### config.mk
export PLATFORM = sky130hd
export DESIGN_NAME = stream_mux_rr
export DESIGN_NICKNAME = d
export VERILOG_FILES = /design/src/rtl/stream_mux_rr_pkg.sv /design/src/rtl/stream_mux_rr_arbiter.sv /design/src/rtl/stream_mux_rr.sv
export SDC_FILE = /design/constraint.sdc
export NUM_CORES = 1
export LEC_CHECK = 0
export BUFFER_PORTS_ARGS = -buffer_cell sky130_fd_sc_hd__buf_4
export CAP_MARGIN = 20
export CORE_MARGIN = 5
export CORE_UTILIZATION = 25
export DETAILED_ROUTE_END_ITERATION = 16
export PLACE_DENSITY_LB_ADDON = 0.25
export SYNTH_ARGS = -nofsm -noshare
export SYNTH_HDL_FRONTEND = slang
export SYNTH_SLANG_ARGS = --single-unit
### constraint.sdc
create_clock -name clk -period 16.55 [get_ports clk]
set_clock_uncertainty 0.15 [all_clocks]
set_input_delay 0 -clock clk [delete_from_list [all_inputs] [get_ports clk]]
set_output_delay 0 -clock clk [all_outputs]
set_load 0.02 [all_outputs]
### src/rtl/stream_mux_rr_pkg.sv
// Shared constants and helpers for the stream multiplexor family.
package stream_mux_rr_pkg;

  localparam int MUX_MODE_FIXED = 0;
  localparam int MUX_MODE_RR    = 1;

  // Next channel index after idx, wrapping from nch-1 back to 0.
  function automatic int wrap_inc(input int idx, input int nch);
    return (idx >= nch - 1) ? 0 : idx + 1;
  endfunction

endpackage

### src/rtl/stream_mux_rr_arbiter.sv
// Fixed-priority / round-robin arbiter with one-hot and binary grant outputs.
// The round-robin pointer lives here and advances past each granted channel.
module rr_arbiter
  import stream_mux_rr_pkg::*;
#(
  parameter int NCH  = 4,
  parameter int MODE = MUX_MODE_RR,
  parameter int SELW = 4
) (
  input  logic            clk,
  input  logic            rst,
  input  logic [NCH-1:0]  req,
  input  logic            en,
  output logic [NCH-1:0]  gnt,
  output logic [SELW-1:0] gnt_idx
);

  logic [SELW-1:0] ptr_r;
  logic [SELW-1:0] best_s;
  logic [NCH-1:0]  gnt_s;
  logic            found_s;
  int              start_s;
  int              dist_s;
  int              best_dist_s;

  // Winner is the requester at the smallest circular distance from the start index.
  always_comb begin
    start_s     = (MODE == MUX_MODE_RR) ? int'(ptr_r) : 0;
    found_s     = 1'b0;
    best_s      = '0;
    best_dist_s = NCH;
    dist_s      = 0;
    gnt_s       = '0;
    for (int i = 0; i < NCH; i++) begin
      dist_s = (i >= start_s) ? (i - start_s) : (i - start_s + NCH);
      if (en && req[i] && (dist_s < best_dist_s)) begin
        best_dist_s = dist_s;
        best_s      = SELW'(i);
        found_s     = 1'b1;
      end else begin
        found_s = found_s;
      end
    end
    for (int i = 0; i < NCH; i++) begin
      gnt_s[i] = found_s && (int'(best_s) == i);
    end
  end

  assign gnt     = gnt_s;
  assign gnt_idx = best_s;

  // Round-robin pointer: moves just past the granted channel, holds otherwise.
  always_ff @(posedge clk or posedge rst) begin
    if (rst) begin
      ptr_r <= '0;
    end else if (found_s && (MODE == MUX_MODE_RR)) begin
      ptr_r <= SELW'(wrap_inc(int'(best_s), NCH));
    end else begin
      ptr_r <= ptr_r;
    end
  end

endmodule

### src/rtl/stream_mux_rr.sv
// NCH-input valid/ready stream multiplexor with arbitration and a registered
// output stage that reloads in the same cycle it drains.
module stream_mux_rr
  import stream_mux_rr_pkg::*;
#(
  parameter int WIDTH = 16,
  parameter int NCH   = 4,
  parameter int MODE  = MUX_MODE_RR,
  parameter int SELW  = 4
) (
  input  logic               clk,
  input  logic               rst,
  input  logic [NCH-1:0]     in_valid,
  input  logic [NCH*WIDTH-1:0] in_data,
  output logic [NCH-1:0]     in_ready,
  output logic               out_valid,
  output logic [WIDTH-1:0]   out_data,
  output logic [SELW-1:0]    out_sel,
  input  logic               out_ready
);

  logic             accept_s;
  logic             en_s;
  logic [NCH-1:0]   gnt_s;
  logic [SELW-1:0]  gnt_idx_s;
  logic [WIDTH-1:0] mux_data_s;

  assign accept_s = ~out_valid | out_ready;
  // Gating with rst keeps in_ready low for the whole reset interval.
  assign en_s     = accept_s & ~rst;

  rr_arbiter #(
    .NCH  (NCH),
    .MODE (MODE),
    .SELW (SELW)
  ) u_arb (
    .clk     (clk),
    .rst     (rst),
    .req     (in_valid),
    .en      (en_s),
    .gnt     (gnt_s),
    .gnt_idx (gnt_idx_s)
  );

  assign in_ready = gnt_s;

  // One-hot selected data path.
  always_comb begin
    mux_data_s = '0;
    for (int i = 0; i < NCH; i++) begin
      if (gnt_s[i]) begin
        mux_data_s = in_data[i*WIDTH +: WIDTH];
      end else begin
        mux_data_s = mux_data_s;
      end
    end
  end

  // Output register: load on grant, empty on drain without grant, else hold.
  always_ff @(posedge clk or posedge rst) begin
    if (rst) begin
      out_valid <= 1'b0;
      out_data  <= '0;
      out_sel   <= '0;
    end else if (|gnt_s) begin
      out_valid <= 1'b1;
      out_data  <= mux_data_s;
      out_sel   <= gnt_idx_s;
    end else if (out_ready) begin
      out_valid <= 1'b0;
    end else begin
      out_valid <= out_valid;
    end
  end

endmodule
==> impl_results.md, run 1 <==
* Status: finished clean
* Initial Util at 25.7%
* RR Endpoint: out_data[13]
* Post-synthesis compound-gate area fraction at 31.1%
* Worst slew pin tran at 1030 ps
* Largest family of logic cells by synthesized area: compound AO/OA/AOI/OAI gates
* FF-to-FF setup slack at 4770 ps
* Hold Vio Cnt, Final at 0
* Seq/Total Area, Yosys at 16.9%
* Ports at 96
* Fin. max-slew vios at 0
* Number of cell rows at 40
* Synth area leaders: ha_1 (20%), dfrtp_1 (17%), a21oi_1 (7.4%)
* Worst Setup SP: u_arb.ptr_r[1]
* Fin cells at 683
* Yosys cell types at 61
* Arr. time, crit path at 11720 ps
* First-pass GRT wire length at 15900 um
* Port bufs at 93
* GPL Wtd Cong at 0.853
* H-tree depth at 1
* Core area at 12100 um2
* Mux cell area share after synthesis at 2.21%
* CP Max Fanout at 20
* Clock Path Buffers at 2
* Rel. slew slack at 31.5%
* Worst EP required at 16500 ps
* CP max stage delay at 570 ps
* Final total power at 899 uW
* Final Setup Violations at 0
* Residual DRC at 0
* Iter 0 DRT Violations at 116
* Pwr Density at 210 nW/um2
* Mapped cell area at 3120 um2
* Die area at 14800 um2
* Post-layout util at 35.4%
* Nets@finish at 638
* Worst-path clk slew at 60 ps
* Post-Place Worst Slack at 4760 ps
* Adder-cell share of the synthesized area at 20.5%
* Leak at 2.02 nW
* Clock root buffer: clkbuf_16
* Post-route setup TNS at 0 ps
* Final period utilization at 71.1%
* Worst reg-to-reg path cell count at 43
* Final instance area at 4280 um2
* Layout cell share with drive strength beyond 1 at 22.7%
* Simple-gate share of the synthesized area at 21.4%
* Number of synthesized flops with an enable pin at 0
* Path type of the worst min-delay path: in2reg
* Area after DPL at 3960 um2
* Worst setup SP type: flip-flop
* Max Cap Violations at 0
* RR Startpoint: u_arb.ptr_r[1]
* CTS tree: done
* DRT Pass-1 Iters at 4
* Worst-skew pair later-pin latency at 250 ps
* Die Ht at 122 um
* DRT Wirelength at 9650 um
* YS warnings at 0
* Remaining Overflow, GRT at 0
* XOR/XNOR Fraction of Synth Area at 0.281%
* Vias in the first global route at 3379
* Yosys top cell by area: ha_1
* Crit Path Class: reg2reg
* WHS at 5.06 ps
* Antenna Violating Nets Remaining at 0
* Seq cells post-synth at 21
* Hold EP: out_data[11]
* Num CTS Buffers at 3
* # diodes at 0
* Syn_area_per_cell at 7.66 um2
* Cells after DPL at 658
* Hold path start: in_data[43]
* GRT Total Usage at 13.1%
* Layout overhead on the synthesized area at 37.4%
* Clock sinks at 21
* Most used DFF post-synth: dfrtp_1
* Most used cell, CP: ha_1
* DR vias at 3281
* Worst Hold Depth at 5
* RSZ-0062 raised after global routing: false
* Initial antenna violation count at 0
* Fmax at 0.0849 GHz
* WL per Instance at 14.1 um
* Final WS setup at 4770 ps
* Fillers at 1295
* Cells after Synth at 407
* Crit end category: flip-flop
* CP max-delay cell: ha_1
* Final min period at 11780 ps
* Post-DP HPWL at 8140 um
* Yosys top cell area share at 20.5%
* Largest net degree at the start of global routing at 36
* Vias/cell at 4.80
* Die W at 122 um
* Asr flop ratio synth at 100%
* VDD IR max at 0.000149 V
-- flip-flops by register name (all words and copies together), names as in the netlist --
name         cells
out_valid        1
out_sel          2
u_arb.ptr_r      2
out_data        16
-- cell usage in the layout (no fill, tap or decap), drive strengths merged, types with 13 or more instances in the layout --
master,synthesis,layout
dfrtp,21,21
conb,1,13
a22oi,16,16
a21oi,46,46
inv,32,32
dlygate4sd3,0,19
o22ai,17,17
nor2,55,55
ha,51,51
buf,9,93
nand2,16,16
-- worst max-delay path: cells and delay by family, from the launching register on --
kind            cells  cell delay, ps
simple gates       16            3930
flops               1             430
compound gates     17            3650
buf+inv             4            1060
fa+ha+maj           6            2330
-- worst max-delay path by stage --
stage / to
after floorplan: out_data[0]
final: out_data[13]
after global routing: out_data[13]
after global placement: out_sel[1]
after detailed placement: out_sel[1]
after CTS: out_sel[1]
-- timing repair --
| item | CTS | global route |
|---|---|---|
| resized for setup | 0 | 0 |
| hold buffers | 19 | 0 |
| hold endpoints to repair | 38 | 0 |
| buffers inserted | 0 | 0 |
-- cells in the mapped netlist, types with 3 or more instances --
| library cell | n |
|---|---|
| dfrtp_1 | 21 |
| and3_1 | 5 |
| a31oi_1 | 6 |
| nor2_1 | 55 |
| o22ai_2 | 10 |
| a21oi_1 | 46 |
| and2_1 | 9 |
| a21o_1 | 5 |
| nor2b_1 | 10 |
| nor3_1 | 3 |
| o21a_1 | 12 |
| nand4_1 | 6 |
| a22oi_1 | 16 |
| buf_6 | 3 |
| clkbuf_1 | 13 |
| inv_1 | 32 |
| o22ai_1 | 7 |
| nand3_1 | 12 |
| o21ai_0 | 11 |
| nand2_1 | 16 |
| ha_1 | 51 |
| or4_1 | 3 |
| a211oi_1 | 3 |
-- logic make-up after synthesis --
group,after synthesis
other cells,1
buf+inv,54
mux,6
compound gates,139
simple gates,134
xor+xnor,1
flops,21
fa+ha+maj,51
-- final cells by class --
class                           instances  area [um2]  share of cell area, %
Tap cell                              168         210                   4.91
Inverter                               32         120                   2.81
Clock inverter                          1        5.00                  0.117
Timing Repair Buffer                  114         938                   21.9
Sequential cell                        21         526                   12.3
Multi-Input combinational cell        344        2410                   56.2
Clock buffer                            3        75.1                   1.75
-- where the power goes --
group | total, mW | switching, mW | internal (mW)
logic | 0.753 | 0.436 | 0.317
registers | 0.0952 | 0.0156 | 0.0796
clock network | 0.0509 | 0.0184 | 0.0324
total | 0.899 | 0.470 | 0.429
-- per-layer routing --
metal | vias up | GRT usage [%] | wire [um]
li1 | 1691 | - | -
met1 | 1456 | 15.6 | 4080
met2 | 118 | 22.6 | 4580
met3 | 16 | 3.39 | 722
met4 | 0 | 4.69 | 268
met5 | - | 0 | 0
Note: power is estimated with default switching activity, not from simulation.
==> run 2: changes to the inputs <==
==> constraint.sdc (replaced) <==
create_clock -name clk -period 9.8 [get_ports clk]
set_clock_uncertainty 0.15 [all_clocks]
set_input_delay 0 -clock clk [delete_from_list [all_inputs] [get_ports clk]]
set_output_delay 0 -clock clk [all_outputs]
set_load 0.02 [all_outputs]
==> run 2 against run 1 <==
  * Critical endpoint is now out_valid
  * Power rose by 77%
  * Sequential power rose by 67%
  * Die area did not move
  * Clock-buffer cell count did not move
  * First-iteration DRC count fell by 29%
  * Hold slack got worse by 1.4 ps
  * Clock power rose by 72%
  * Sequential share of layout area fell by 0.48 points
  * Register-to-register slack got worse by 4300 ps
  * Non-clock buffer count rose by 24
  * Worst setup slack got worse by 4300 ps
==> impl_results.md, run 2 (synthesis results as in run 1) <==
* Status: finished clean (unchanged)
* Worst EP required at 9790 ps (was 16500 ps)
* Arr. time, crit path at 9280 ps (was 11720 ps)
* Layout cell share with drive strength beyond 1 at 28.2% (was 22.7%)
* Worst-path clk slew at 60 ps (about the same)
* Vias/cell at 4.73 (was 4.80)
* Ports at 96 (unchanged)
* Most frequent cells in the layout: buf_4 (117), nor2_1 (55), ha_1 (50) (was buf_4 (93), nor2_1 (55), ha_1 (51))
* Clock Path Buffers at 2 (unchanged)
* Rel. slew slack at 44.7% (was 31.5%)
* Port bufs at 93 (unchanged)
* Multi-input logic area at 2440 um2 (was 2410 um2)
* Hold Vio Cnt, Final at 0 (unchanged)
* GRT Total Usage at 13.3% (was 13.1%)
* Iter 0 DRT Violations at 82 (was 116)
* Cells after DPL at 678 (was 658)
* Worst slew pin tran at 828 ps (was 1030 ps)
* Pwr Density at 356 nW/um2 (was 210 nW/um2)
* Fin cells at 707 (was 683)
* GPL Wtd Cong at 0.889 (was 0.853)
* Crit Path Class: reg2reg (unchanged)
* Most flops, register: out_data (unchanged)
* Number of flip-flops under the largest register name at 16 (unchanged)
* Core area at 12100 um2 (unchanged)
* Final WS setup at 512 ps (was 4770 ps)
* Post-layout util at 36.9% (was 35.4%)
* Final total power at 1.59 mW (was 899 uW)
* Crit end category: flip-flop (unchanged)
* Vias in the first global route at 3512 (was 3379)
* Die area at 14800 um2 (unchanged)
* Final period utilization at 94.8% (was 71.1%)
* Buf/Inv on CP at 6 (was 4)
* CP max-delay cell: or4_1 (was ha_1)
* Clock root buffer: clkbuf_16 (unchanged)
* Fmax at 0.108 GHz (was 0.0849 GHz)
* Initial antenna violation count at 0 (unchanged)
* CP max stage delay at 530 ps (was 570 ps)
* Most common cell after layout, fill and taps aside: buf_4 (unchanged)
* Largest registers: out_data (16), out_sel (2), u_arb.ptr_r (2) (unchanged)
* Final instance area at 4470 um2 (was 4280 um2)
* Die Ht at 122 um (unchanged)
* Register Area at 527 um2 (was 526 um2)
* CTS tree: done (unchanged)
* Path type of the worst min-delay path: in2reg (unchanged)
* DRT Wirelength at 9690 um (was 9650 um)
* Die W at 122 um (unchanged)
* Antenna Violating Nets Remaining at 0 (unchanged)
* # diodes at 0 (unchanged)
* First-pass GRT wire length at 16000 um (was 15900 um)
* Clock sinks at 21 (unchanged)
* WL per Instance at 13.7 um (was 14.1 um)
* Final min period at 9290 ps (was 11780 ps)
* Residual DRC at 0 (unchanged)
* Final Setup Violations at 0 (unchanged)
* Post-DP HPWL at 8120 um (was 8140 um)
* Largest net degree at the start of global routing at 35 (was 36)
* Worst setup SP type: flip-flop (unchanged)
* Number of cell rows at 40 (unchanged)
* Nets@finish at 662 (was 638)
* Worst-skew pair later-pin latency at 260 ps (was 250 ps)
* Fin. max-slew vios at 0 (unchanged)
* Area after DPL at 4110 um2 (was 3960 um2)
* Remaining Overflow, GRT at 0 (unchanged)
* Fillers at 1307 (was 1295)
* Layout overhead on the synthesized area at 43.3% (was 37.4%)
* Num CTS Buffers at 3 (unchanged)
* H-tree depth at 1 (unchanged)
* CP Max Fanout at 17 (was 20)
* Post-route setup TNS at 0 ps (unchanged)
* Most used cell, CP: ha_1 (unchanged)
* DRT Pass-1 Iters at 6 (was 4)
* WHS at 3.67 ps (was 5.06 ps)
* Initial Util at 25.7% (unchanged)
* Leak at 2.14 nW (was 2.02 nW)
* Max Cap Violations at 0 (unchanged)
* CP top delay family: compound AO/OA/AOI/OAI gates (was simple AND/OR/NAND/NOR gates)
* VDD IR max at 0.000187 V (was 0.000149 V)
* DR vias at 3347 (was 3281)
* Post-Place Worst Slack at -77.0 ps (was 4760 ps)
-- run 2: changes by cell type in the layout (fill, tap and decap cells not counted), moves of 2 or more --
cell       change
a21oi_1        -2
clkbuf_16      -2
a21oi_2        +2
inv_2          +2
buf_4         +24
inv_1          -2
buf_6          +2
-- run 2: power breakdown --
group	total (mW)	switching, mW	internal, mW
registers	0.159	0.0249	0.134
logic	1.35	0.749	0.597
clock network	0.0873	0.0325	0.0549
total	1.59	0.806	0.786
-- run 2: path summary, 6_finish.rpt --
path / end / slack [ps] / start / cells after the start
min in group asynchronous: out_valid / 210 / rst / 4
setup / recovery: out_valid / 510 / u_arb.ptr_r[1] / 41
hold reg to reg: out_sel[0] / 370 / out_sel[0] / 2
max in group asynchronous: u_arb.ptr_r[1] / 9030 / rst / 4
hold / removal: out_data[7] / 4 / in_data[39] / 5
setup reg to reg: out_valid / 510 / u_arb.ptr_r[1] / 41
-- run 2: final cells by class --
class,count,area share (%)
multi-input cells,344,54.6
repair buffers,138,24.4
flip-flops and latches,21,11.8
well taps,168,4.71
inverters,32,2.69
clock buffers,3,1.68
clock inverters,1,0.112
-- run 2: worst min-delay path: cells and delay by family --
| kind | cells | cell delay [ps] |
|---|---|---|
| AO/OA/AOI/OAI | 3 | 210 |
| buffers and inverters | 1 | 80 |
| AND/OR/NAND/NOR | 1 | 80 |
-- run 2: repair_timing --
item | 4_1_cts | 5_1_grt
endpoints found under the hold margin | 38 | 0
hold buffers | 19 | 0
pin swaps | 0 | 1
setup buffers | 0 | 6
setup endpoints to repair | 16 | 23
gates resized for setup | 1 | 14
-- run 2: metal layers --
layer  GRT usage, %  share of wire, %  vias up
met3           2.97               7.5       17
li1               -                 -     1744
met5              0                 0        -
met2           23.5                48      120
met4           5.46               2.8        0
met1           15.4                42     1466
==> run 3: changes to the inputs <==
--- a/config.mk
+++ b/config.mk
@@ -10,7 +10,8 @@
 export CORE_MARGIN = 5
 export CORE_UTILIZATION = 25
 export DETAILED_ROUTE_END_ITERATION = 16
-export PLACE_DENSITY_LB_ADDON = 0.25
+export PLACE_DENSITY_LB_ADDON = 0.15
 export SYNTH_ARGS = -nofsm -noshare
 export SYNTH_HDL_FRONTEND = slang
+export SYNTH_HIERARCHICAL = 1
 export SYNTH_SLANG_ARGS = --single-unit
==> run 3 against run 2 <==
  * Area after synthesis shrank 25%
  * Sequential cell count grew 2
  * Largest cell class unchanged
  * Critical path depth shrank 10
  * Sequential share of layout area grew 4.3 points
  * Combinational power shrank 32%
==> impl_results.md, run 3 <==
* Clock Path Buffers at 2 (unchanged)
* GR peak layer: met2 (unchanged)
* YS warnings at 6 (was 0)
* GPL Wtd Cong at 0.806 (was 0.889)
* Initial antenna violation count at 0 (unchanged)
* H-tree depth at 1 (unchanged)
* Fin. max-slew vios at 0 (unchanged)
* Mapped cell area at 2340 um2 (was 3120 um2)
* CP top delay family: simple AND/OR/NAND/NOR gates (was compound AO/OA/AOI/OAI gates)
* WP depth at 31 (was 41)
* Final Setup Violations at 0 (unchanged)
* CP Max Fanout at 23 (was 17)
* Vias in the first global route at 2336 (was 3512)
* First-pass GRT wire length at 11700 um (was 16000 um)
* Commonest cells post-synth: nand2_1 (28), ha_1 (26), dfrtp_1 (23), nor2b_1 (19) (was nor2_1 (55), ha_1 (51), a21oi_1 (46), inv_1 (32), dfrtp_1 (21))
* Leak at 1.86 nW (was 2.14 nW)
* Switch share at 44.7% (was 50.6%)
* # Post-CTS Setup Buffers at 0 (unchanged)
* Layout cell share with drive strength beyond 1 at 30.3% (was 28.2%)
* Sw power at 518 uW (was 806 uW)
* Clock power share at 5.2% (was 5.5%)
* Fillers at 944 (was 1307)
* Status: finished clean (unchanged)
* Crit end category: flip-flop (unchanged)
* Worst slew pin tran at 966 ps (was 828 ps)
* Ports at 96 (unchanged)
* CP max-delay cell: nor4_4 (was or4_1)
* Buf/Inv on CP at 7 (was 6)
* CP max stage delay at 750 ps (was 530 ps)
* Cell internal pwr at 641 uW (was 786 uW)
* Met2 usage at 21.9% (was 23.5%)
* Most used cell, CP: ha_1 (unchanged)
* Met1 Use GR at 16.2% (was 15.4%)
* Worst-path clk slew at 90 ps (was 60 ps)
* Layout overhead on the synthesized area at 53.5% (was 43.3%)
* Largest net degree at the start of global routing at 36 (was 35)
* Die area at 11400 um2 (was 14800 um2)
* Num CTS Buffers at 3 (unchanged)
* Final instance area at 3580 um2 (was 4470 um2)
* Seq/Total Area, Yosys at 24.6% (was 16.9%)
* GRT Total Usage at 12.6% (was 13.3%)
* Most common cell in the netlist: nand2_1 (was nor2_1)
* VDD IR max at 0.000109 V (was 0.000187 V)
* Remaining Overflow, GRT at 0 (unchanged)
* Yosys top cell by area: dfrtp_1 (was ha_1)
* Die W at 107 um (was 122 um)
* Number of cell rows at 35 (was 40)
* Vias/cell at 4.72 (was 4.73)
* Clock sinks at 23 (was 21)
* Most flops, register: out_data (unchanged)
* DR vias at 2393 (was 3347)
* Antenna Violating Nets Remaining at 0 (unchanged)
* Post-route setup TNS at 0 ps (unchanged)
* Hold Vio Cnt, Final at 0 (unchanged)
* DRT Pass-1 Iters at 4 (was 6)
* Port bufs at 95 (was 93)
* Worst EP required at 9810 ps (was 9790 ps)
* Post-DP HPWL at 5860 um (was 8120 um)
* Pwr Density at 323 nW/um2 (was 356 nW/um2)
* Die Ht at 107 um (was 122 um)
* Nets@finish at 494 (was 662)
* Number of flip-flops under the largest register name at 16 (unchanged)
* WL per Instance at 14.8 um (was 13.7 um)
* Initial Util at 25.4% (was 25.7%)
* Final min period at 8870 ps (was 9290 ps)
* Arr. time, crit path at 8880 ps (was 9280 ps)
* Number of synthesized flops with an enable pin at 0 (unchanged)
* Fmax at 0.113 GHz (was 0.108 GHz)
* Rel. slew slack at 35.3% (was 44.7%)
* Cells after Synth at 265 (was 407)
* CTS tree: done (unchanged)
* Residual DRC at 0 (unchanged)
* Most common cell after layout, fill and taps aside: buf_4 (unchanged)
* Yosys cell types at 50 (was 61)
* Synth area leaders: dfrtp_1 (25%), ha_1 (14%), and3b_1 (5.6%) (was ha_1 (20%), dfrtp_1 (17%), a21oi_1 (7.4%))
* Path type of the worst min-delay path: in2async (was in2reg)
* Yosys top cell area share at 24.6% (was 20.5%)
* Iter 0 DRT Violations at 81 (was 82)
* Asr flop ratio synth at 100% (unchanged)
* Worst-skew pair later-pin latency at 270 ps (was 260 ps)
* Most used DFF post-synth: dfrtp_1 (unchanged)
* Register share of total power at 15.8% (was 10.0%)
* RSZ-0062 raised after global routing: false
* DRT Wirelength at 7530 um (was 9690 um)
* Worst setup SP type: flip-flop (unchanged)
* Core area at 9200 um2 (was 12100 um2)
* Clock root buffer: clkbuf_8 (was clkbuf_16)
* # diodes at 0 (unchanged)
* Worst reg-to-reg path cell count at 31 (was 41)
* GR met3 Demand/Resource at 2.53% (was 2.97%)
* Final period utilization at 90.5% (was 94.8%)
* Max Cap Violations at 0 (unchanged)
* Most frequent cells in the layout: buf_4 (99), dlygate4sd3_1 (35), nand2_1 (28) (was buf_4 (117), nor2_1 (55), ha_1 (50))
* Syn_area_per_cell at 8.82 um2 (was 7.66 um2)
* Combinational share of power at 79.0% (was 84.5%)
* Area after DPL at 3160 um2 (was 4110 um2)
* Largest registers: out_data (16), out_sel (4), u_arb/ptr_r (2) (was out_data (16), out_sel (2), u_arb.ptr_r (2))
* Crit Path Class: reg2reg (unchanged)
* Seq cells post-synth at 23 (was 21)
-- run 3: final timing paths --
kind                                   to  slack, ps      startpoint
max                          out_data[14]        930  u_arb/ptr_r[0]
min                           out_data[2]        190             rst
max reg2reg                  out_data[14]        930  u_arb/ptr_r[0]
min reg2reg                    out_sel[3]        360      out_sel[3]
max in group asynchronous  u_arb/ptr_r[0]       8850             rst
min in group clk           u_arb/ptr_r[1]        210     in_valid[2]
-- run 3: area by class of cell --
type	instances	area [um2]	area share [%]
inverter	14	52.6	1.47
sequential	23	576	16.1
clock inverter	1	5.00	0.140
timing repair buffer	135	1120	31.3
clock buffer	3	41.3	1.15
tap	111	139	3.87
multi-input combinational	220	1650	46.0
-- run 3: tightest hold or removal path: cells and delay by family --
family	cells	cell delay [ps]
buffers and inverters	4	1000
-- run 3: layer usage --
layer	vias up	share of wire, %
met1	1116	44
met4	0	1.3
met5	-	0
met3	6	4.2
li1	1212	-
met2	59	50
-- run 3: metrics by stage --
step / setup slack (ps) / hold slack, ps / instances / util (%) / total power, mW
floorplan: 2670 / -409 / 270 / - / 0.732
global placement: 1640 / -278 / 467 / 34.4 / 0.947
detailed placement: 1370 / -277 / 467 / 34.4 / 0.952
CTS: 778 / 191 / 506 / 38.7 / 1.16
global route: 395 / 233 / 507 / 39.0 / 1.28
finish: 929 / 186 / 507 / 39.0 / 1.16
-- run 3: power by group through the flow --
stage                     clock network (mW)  registers, mW  logic [mW]
after floorplan                            0          0.228       0.505
after global placement                     0          0.184       0.763
after detailed placement                   0          0.186       0.767
after CTS                             0.0644          0.183       0.915
after global routing                  0.0687          0.190        1.02
final                                 0.0607          0.183       0.916
-- run 3: kinds of logic after synthesis --
group / Yosys count / share of synthesized area (%)
simple gates: 95 / 24.3
buf+inv: 27 / 5.52
compound gates: 81 / 25.7
flops: 23 / 24.6
other cells: 1 / 0.161
mux: 12 / 5.84
fa+ha+maj: 26 / 13.9
-- run 3: timing repair --
item                      CTS  global route
resized for setup           0             0
hold endpoints to repair   40             0
hold buffers               35             0
